**src/rtl/shift_register_burst_pkg.sv**
```systemverilog
// Shared mode codes and FSM state encoding for the burst shift register.
package shift_register_burst_pkg;

  localparam int unsigned MODE_W = 3;

  typedef enum logic [MODE_W-1:0] {
    MODE_HOLD = 3'd0,
    MODE_LOAD = 3'd1,
    MODE_SHL  = 3'd2,
    MODE_SHR  = 3'd3,
    MODE_ROL  = 3'd4,
    MODE_ROR  = 3'd5,
    MODE_ASR  = 3'd6,
    MODE_RSVD = 3'd7
  } mode_t;

  typedef enum logic {
    ST_IDLE = 1'b0,
    ST_RUN  = 1'b1
  } state_t;

endpackage

```
**src/rtl/shift_register_burst_shift_step.sv**
```systemverilog
// Combinational single-step shifter/rotator; LOAD, HOLD and reserved codes pass the register through.
module shift_step
  import shift_register_burst_pkg::*;
#(
  parameter int unsigned WIDTH = 8
) (
  input  logic [WIDTH-1:0]  i_reg,
  input  logic [MODE_W-1:0] i_mode,
  input  logic              i_seq,
  output logic [WIDTH-1:0]  o_next_c,
  output logic              o_bit_c,
  output logic              o_bit_valid_c
);

  always_comb begin
    o_next_c      = i_reg;
    o_bit_c       = 1'b0;
    o_bit_valid_c = 1'b0;
    case (mode_t'(i_mode))
      MODE_SHL: begin
        o_next_c      = {i_reg[WIDTH-2:0], i_seq};
        o_bit_c       = i_reg[WIDTH-1];
        o_bit_valid_c = 1'b1;
      end
      MODE_SHR: begin
        o_next_c      = {i_seq, i_reg[WIDTH-1:1]};
        o_bit_c       = i_reg[0];
        o_bit_valid_c = 1'b1;
      end
      MODE_ROL: begin
        o_next_c      = {i_reg[WIDTH-2:0], i_reg[WIDTH-1]};
        o_bit_c       = i_reg[WIDTH-1];
        o_bit_valid_c = 1'b1;
      end
      MODE_ROR: begin
        o_next_c      = {i_reg[0], i_reg[WIDTH-1:1]};
        o_bit_c       = i_reg[0];
        o_bit_valid_c = 1'b1;
      end
      MODE_ASR: begin
        o_next_c      = {i_reg[WIDTH-1], i_reg[WIDTH-1:1]};
        o_bit_c       = i_reg[0];
        o_bit_valid_c = 1'b1;
      end
      default: ;
    endcase
  end

endmodule

```
**src/rtl/shift_register_burst.sv**
```systemverilog
// WIDTH-bit shift register with single-op and N-step burst execution under a busy/done handshake.
module shift_register_burst
  import shift_register_burst_pkg::*;
#(
  parameter int unsigned WIDTH = 8,
  parameter int unsigned CNT_W = 4
) (
  input  logic              clk_in,
  input  logic              n_rst_in,
  input  logic [MODE_W-1:0] mode_in,
  input  logic              op_valid_in,
  input  logic              burst_start_in,
  input  logic [CNT_W-1:0]  burst_len_in,
  input  logic              seq_in,
  input  logic [WIDTH-1:0]  parallel_in,
  output logic [WIDTH-1:0]  parallel_out,
  output logic              seq_out,
  output logic              busy_out,
  output logic              done_out
);

  state_t             r_state;
  mode_t              r_mode;
  logic [CNT_W-1:0]   r_cnt;
  logic [WIDTH-1:0]   r_data;
  logic               r_seq;
  logic               r_busy;
  logic               r_done;

  state_t             w_state_nxt;
  mode_t              w_mode_nxt;
  mode_t              w_step_mode;
  logic [CNT_W-1:0]   w_cnt_nxt;
  logic [WIDTH-1:0]   w_data_nxt;
  logic               w_seq_nxt;
  logic               w_done_nxt;
  logic [WIDTH-1:0]   w_step_data;
  logic               w_step_bit;
  logic               w_step_bit_vld;

  shift_step #(.WIDTH(WIDTH)) u_step (
    .i_reg         (r_data),
    .i_mode        (w_step_mode),
    .i_seq         (seq_in),
    .o_next_c      (w_step_data),
    .o_bit_c       (w_step_bit),
    .o_bit_valid_c (w_step_bit_vld)
  );

  // Next-state, step selection and register updates
  always_comb begin
    w_state_nxt = r_state;
    w_mode_nxt  = r_mode;
    w_cnt_nxt   = r_cnt;
    w_step_mode = MODE_HOLD;
    w_done_nxt  = 1'b0;
    case (r_state)
      ST_IDLE: begin
        if (burst_start_in) begin
          w_mode_nxt = mode_t'(mode_in);
          w_cnt_nxt  = burst_len_in;
          if (burst_len_in != '0) begin
            w_state_nxt = ST_RUN;
          end else begin
            w_done_nxt = 1'b1;
          end
        end else if (op_valid_in) begin
          w_step_mode = mode_t'(mode_in);
        end
      end
      ST_RUN: begin
        w_step_mode = r_mode;
        w_cnt_nxt   = r_cnt - CNT_W'(1);
        if (r_cnt == CNT_W'(1)) begin
          w_state_nxt = ST_IDLE;
          w_done_nxt  = 1'b1;
        end
      end
      default: w_state_nxt = ST_IDLE;
    endcase
    w_data_nxt = (w_step_mode == MODE_LOAD) ? parallel_in : w_step_data;
    w_seq_nxt  = w_step_bit_vld ? w_step_bit : r_seq;
  end

  always_ff @(posedge clk_in or negedge n_rst_in) begin
    if (!n_rst_in) begin
      r_state <= ST_IDLE;
      r_mode  <= MODE_HOLD;
      r_cnt   <= '0;
      r_data  <= '0;
      r_seq   <= 1'b0;
      r_busy  <= 1'b0;
      r_done  <= 1'b0;
    end else begin
      r_state <= w_state_nxt;
      r_mode  <= w_mode_nxt;
      r_cnt   <= w_cnt_nxt;
      r_data  <= w_data_nxt;
      r_seq   <= w_seq_nxt;
      r_busy  <= (w_state_nxt == ST_RUN);
      r_done  <= w_done_nxt;
    end
  end

  assign parallel_out = r_data;
  assign seq_out      = r_seq;
  assign busy_out     = r_busy;
  assign done_out     = r_done;

endmodule

```
**config.mk**
```make
export PLATFORM = sky130hd
export DESIGN_NAME = shift_register_burst
export DESIGN_NICKNAME = d
export VERILOG_FILES = /design/src/rtl/shift_register_burst_pkg.sv /design/src/rtl/shift_register_burst_shift_step.sv /design/src/rtl/shift_register_burst.sv
export SDC_FILE = /design/constraint.sdc
export NUM_CORES = 1
export LEC_CHECK = 0
export BUFFER_PORTS_ARGS = -buffer_cell sky130_fd_sc_hd__buf_4
export CORE_MARGIN = 10
export CORE_UTILIZATION = 40
export CTS_CLUSTER_SIZE = 8
export DETAILED_ROUTE_END_ITERATION = 8
export PLACE_DENSITY = 0.67
export SYNTH_ARGS = -nofsm -noshare
export SYNTH_HDL_FRONTEND = slang
export SYNTH_SLANG_ARGS = --single-unit
export TNS_END_PERCENT = 50
```
**constraint.sdc**
```tcl
create_clock -name clk_in -period 2.79 [get_ports clk_in]
set_clock_uncertainty 0.15 [all_clocks]
set_input_delay 0.279 -clock clk_in [delete_from_list [all_inputs] [get_ports clk_in]]
set_output_delay 0.279 -clock clk_in [all_outputs]
set_load 0.005 [all_outputs]
```
==> summary by stage <==
Placed design
The HPWL reported at the end of detailed placement is 2230 um. The congestion estimate from routability-driven global placement came to 0.852. During placement, the flow inserted port buffers numbering 30.

Clock tree
The clock drives 18 sinks. Counting the buffers created by CTS gives 3. The CTS H-tree depth is 1. TritonCTS built the clock tree. The clock reaches the later pin of the worst-skew pair after 300 ps. The maximum clock path buffer count is 2.

The clock transition time at the flip-flop clock pins of the worst setup and hold paths is 100 ps. The count of buffers added by post-CTS timing repair for setup is 0. The clock root buffer is sky130_fd_sc_hd__clkbuf_4. The number of hold buffers added after CTS is 1. Post-CTS repair changed the size of 0 cells.

Timing
The number of max-slew violations in the final report is 0. The worst pin sits at a relative slew slack of 61.7%. Across all hold checks on the routed design, the worst slack comes to 76.6 ps. At the pin with the least slew margin, the transition time is 574 ps. Summed over all failing endpoints, the final setup total negative slack is 0 ps. Derived from the worst setup path, the maximum achievable clock frequency is 422 MHz. Setup repair after global routing left no endpoint under its margin. The post-route minimum period is 2370 ps. The final count of hold timing violations is 0. Setup violations remaining at the end of the flow were counted as 0.

After layout, the worst path uses 84.9% of the clock period.

Drt
Dividing the detail-routed via count by the number of cells gives 5.64. In the final routing, the length of wire on met1 measures 1280 um. The sum of met2 wire segment lengths after detailed routing is 1380 um. For this block, the initial DRC count from the detailed router was 69. The length of routed met3 wiring is 172 um. For this block, the via count after detailed routing is 976.

Dividing the detail-routed wire length by the instance count gives 16.5 um. The number of detailed-routing iterations run before antenna repair is 4. In the routed design, unresolved DRC markers number 0. After detailed routing, the total wire length is 2860 um.

In this run the top signal layer used is met4. Once detail routing completed, the nets flagged for antenna violations numbered 0.

Critical path
The minimum setup slack among reg-to-reg paths is 420 ps. In this run the worst setup path begins at busy_out$_DFF_PN0_. The nature of the critical path startpoint is a flop. The data required time of the critical path is 2830 ps.

The arrival time reported for the critical path endpoint is 2410 ps. The most critical setup path has its endpoint at parallel_out[5]$_DFFE_PN0P_. The endpoint class of the critical path is a flop. In this run the critical register-to-register path is launched from busy_out$_DFF_PN0_. Along the worst path, the maximum fanout reaches 20. The worst register-to-register path has a depth of 6. The endpoint identified for the worst register-to-register timing path is parallel_out[5]$_DFFE_PN0P_. The type of the setup path with the least slack is reg2reg.

Power
The maximum vdd drop is 621 uV. In this run the power density over the cells is 1180 nW/um2. The static leakage is 0.664 nW. The power after layout is 1.68 mW.

Global route
The number of global-route vias before repair came to 931. The pin count of the biggest net entering global routing is 21. The initial antenna violation count is 0.

The wire length of the first global-routing pass is 4670 um. The global-route congestion overflow total is 0. The global router's overall resource usage is 10.8%.

Synthesis
The post-synthesis sequential area ratio is 39.5%. The simple-gate share of the synthesized area is 16.0%. Of the total synthesized cell area, the portion taken by XOR and XNOR cells is 3.95%. After Yosys synthesis, full adders, half adders and majority gates account for 2.19% of the synthesized area. The number of synthesis warnings is 0.

After synthesis, the cell types taking the most area are sky130_fd_sc_hd__dfrtp_1 39%, sky130_fd_sc_hd__a221o_1 6.1%, sky130_fd_sc_hd__mux2i_1 6.1%. A synthesized cell averages 10.3 um2. The post-synthesis net count is 133. The largest area contributor in the synthesized netlist is sky130_fd_sc_hd__dfrtp_1.

In this run, synthesis produced a sequential element count of 18. The synthesized netlist devotes 24.3% of its cell area to compound gates. The number of different library cells used by synthesis comes to 37. After synthesis the cells add up to 1140 um2. The main combinational cell family by area after synthesis is compound AO/OA/AOI/OAI gates. The count of flip-flops with a built-in enable after synthesis is 0. The top flip-flop cell by instance count after synthesis is sky130_fd_sc_hd__dfrtp_1. Counting flops with an async set or reset pin after synthesis yields a share of 100%. The synthesized instance count is 111. The area share of the largest cell type after synthesis is 39.5%. After synthesis, the share of cell area in mux cells is 9.10%.

Run
Across the run, the number of max-cap violations was 0.

Die
The area of the die is 5390 um2. The placement row count is 19. The area of the placeable core is 2730 um2. The number of I/O pins is 31.

The die is 73.4 um wide. The vertical extent of the die is 73.4 um. For this configuration, the core starts out at a cell density of 41.7%.

Layout
Leaving out fill and tap cells, the most frequent cell in the layout is sky130_fd_sc_hd__buf_4. The library cells used most frequently in the layout, excluding fill and tap cells, are 33 x sky130_fd_sc_hd__buf_4, 18 x sky130_fd_sc_hd__dfrtp_1, 11 x sky130_fd_sc_hd__o21ai_0. The number of filler cells placed in the layout is 258.

The post-route core utilization is 52.3%. The diode insertion count for antenna repair is 0. Relative to the synthesized area, the layout overhead comes to 25.2%.

The net total in the final layout is 165. The fraction of layout instances using a drive strength above 1 is 33.1%.

Run status
The flow ran to the end, and the final reports show no timing, DRC or antenna violations.

Worst hold path
The type of the tightest min-delay check is in2reg.
[per-stage QoR]
| stage | instance area (um2) | setup slack [ps] | instances |
|---|---|---|---|
| 2_1_floorplan | 1140 | 912 | 111 |
| 3_3_place_gp | 1380 | 579 | 168 |
| 3_5_place_dp | 1380 | 447 | 168 |
| 4_1_cts | 1430 | 445 | 173 |
| 5_1_grt | 1430 | 265 | 173 |
| 6_report | 1430 | 423 | 173 |
[sequential cells by signal, summed over array words and instances (netlist names)]
signal        flops
busy_out          1
done_out          1
parallel_out      8
r_cnt             4
r_mode            3
seq_out           1
[layer usage]
metal | GRT usage, % | vias up
met5 | 0 | -
met2 | 16.5 | 17
met4 | 2.48 | 0
met1 | 14.0 | 465
met3 | 4.04 | 2
li1 | - | 492
[report_power, final]
group / switching (mW) / internal [mW] / total [mW]
clock network: 0.0831 / 0.0796 / 0.163
logic: 0.469 / 0.507 / 0.976
registers: 0.152 / 0.391 / 0.542
[worst min path at each step]
stage | from | depth (start not counted) | slack [ps] | end
after floorplan | n_rst_in | 0 | -170 | busy_out$_DFF_PN0_
after global placement | n_rst_in | 1 | 20 | r_cnt[3]$_DFFE_PN0P_
after detailed placement | n_rst_in | 1 | 20 | r_cnt[3]$_DFFE_PN0P_
after CTS | mode_in[2] | 2 | 70 | r_mode[2]$_DFFE_PN0P_
after global routing | mode_in[1] | 2 | 50 | r_mode[1]$_DFFE_PN0P_
final | mode_in[1] | 2 | 80 | r_mode[1]$_DFFE_PN0P_
[cell usage after synthesis (2+ instances only)]
library cell	instances
sky130_fd_sc_hd__inv_1	3
sky130_fd_sc_hd__mux2_2	3
sky130_fd_sc_hd__nor2_1	5
sky130_fd_sc_hd__buf_2	3
sky130_fd_sc_hd__mux2i_1	7
sky130_fd_sc_hd__nand2_1	7
sky130_fd_sc_hd__a211oi_1	4
sky130_fd_sc_hd__nand4_1	6
sky130_fd_sc_hd__a21oi_1	5
sky130_fd_sc_hd__ha_1	2
sky130_fd_sc_hd__buf_4	2
sky130_fd_sc_hd__a32o_1	3
sky130_fd_sc_hd__a221o_1	7
sky130_fd_sc_hd__nor4bb_1	2
sky130_fd_sc_hd__o21ai_0	11
sky130_fd_sc_hd__dfrtp_1	18
sky130_fd_sc_hd__nor2b_1	3
[final cells by class]
type | instances | area, um2 | share of cell area, %
multi-input combinational | 83 | 634 | 44.4
sequential | 18 | 450 | 31.5
timing repair buffer | 34 | 258 | 18.0
tap | 31 | 38.8 | 2.71
clock buffer | 4 | 36.3 | 2.54
inverter | 3 | 11.3 | 0.788
[logic make-up (layout without fill, tap and decap cells)]
family	after synthesis	in the layout
muxes	10	10
xor gates and xnor gates	3	3
AOI/OAI and AO/OA	38	38
DFF	18	18
buffers and inverters	10	41
adders and majority gates	2	2
and+or+nand+nor	30	30
[worst max-delay path, stage by stage (launching register included)]
cell and delay, ps:
sky130_fd_sc_hd__dfrtp_1 720, sky130_fd_sc_hd__nor4bb_1 150, sky130_fd_sc_hd__a21oi_1 440, sky130_fd_sc_hd__buf_4 260, sky130_fd_sc_hd__xnor2_4 150, sky130_fd_sc_hd__o21ai_0 120
sky130_fd_sc_hd__a221o_1 270
(Power assumes the default switching activity.)
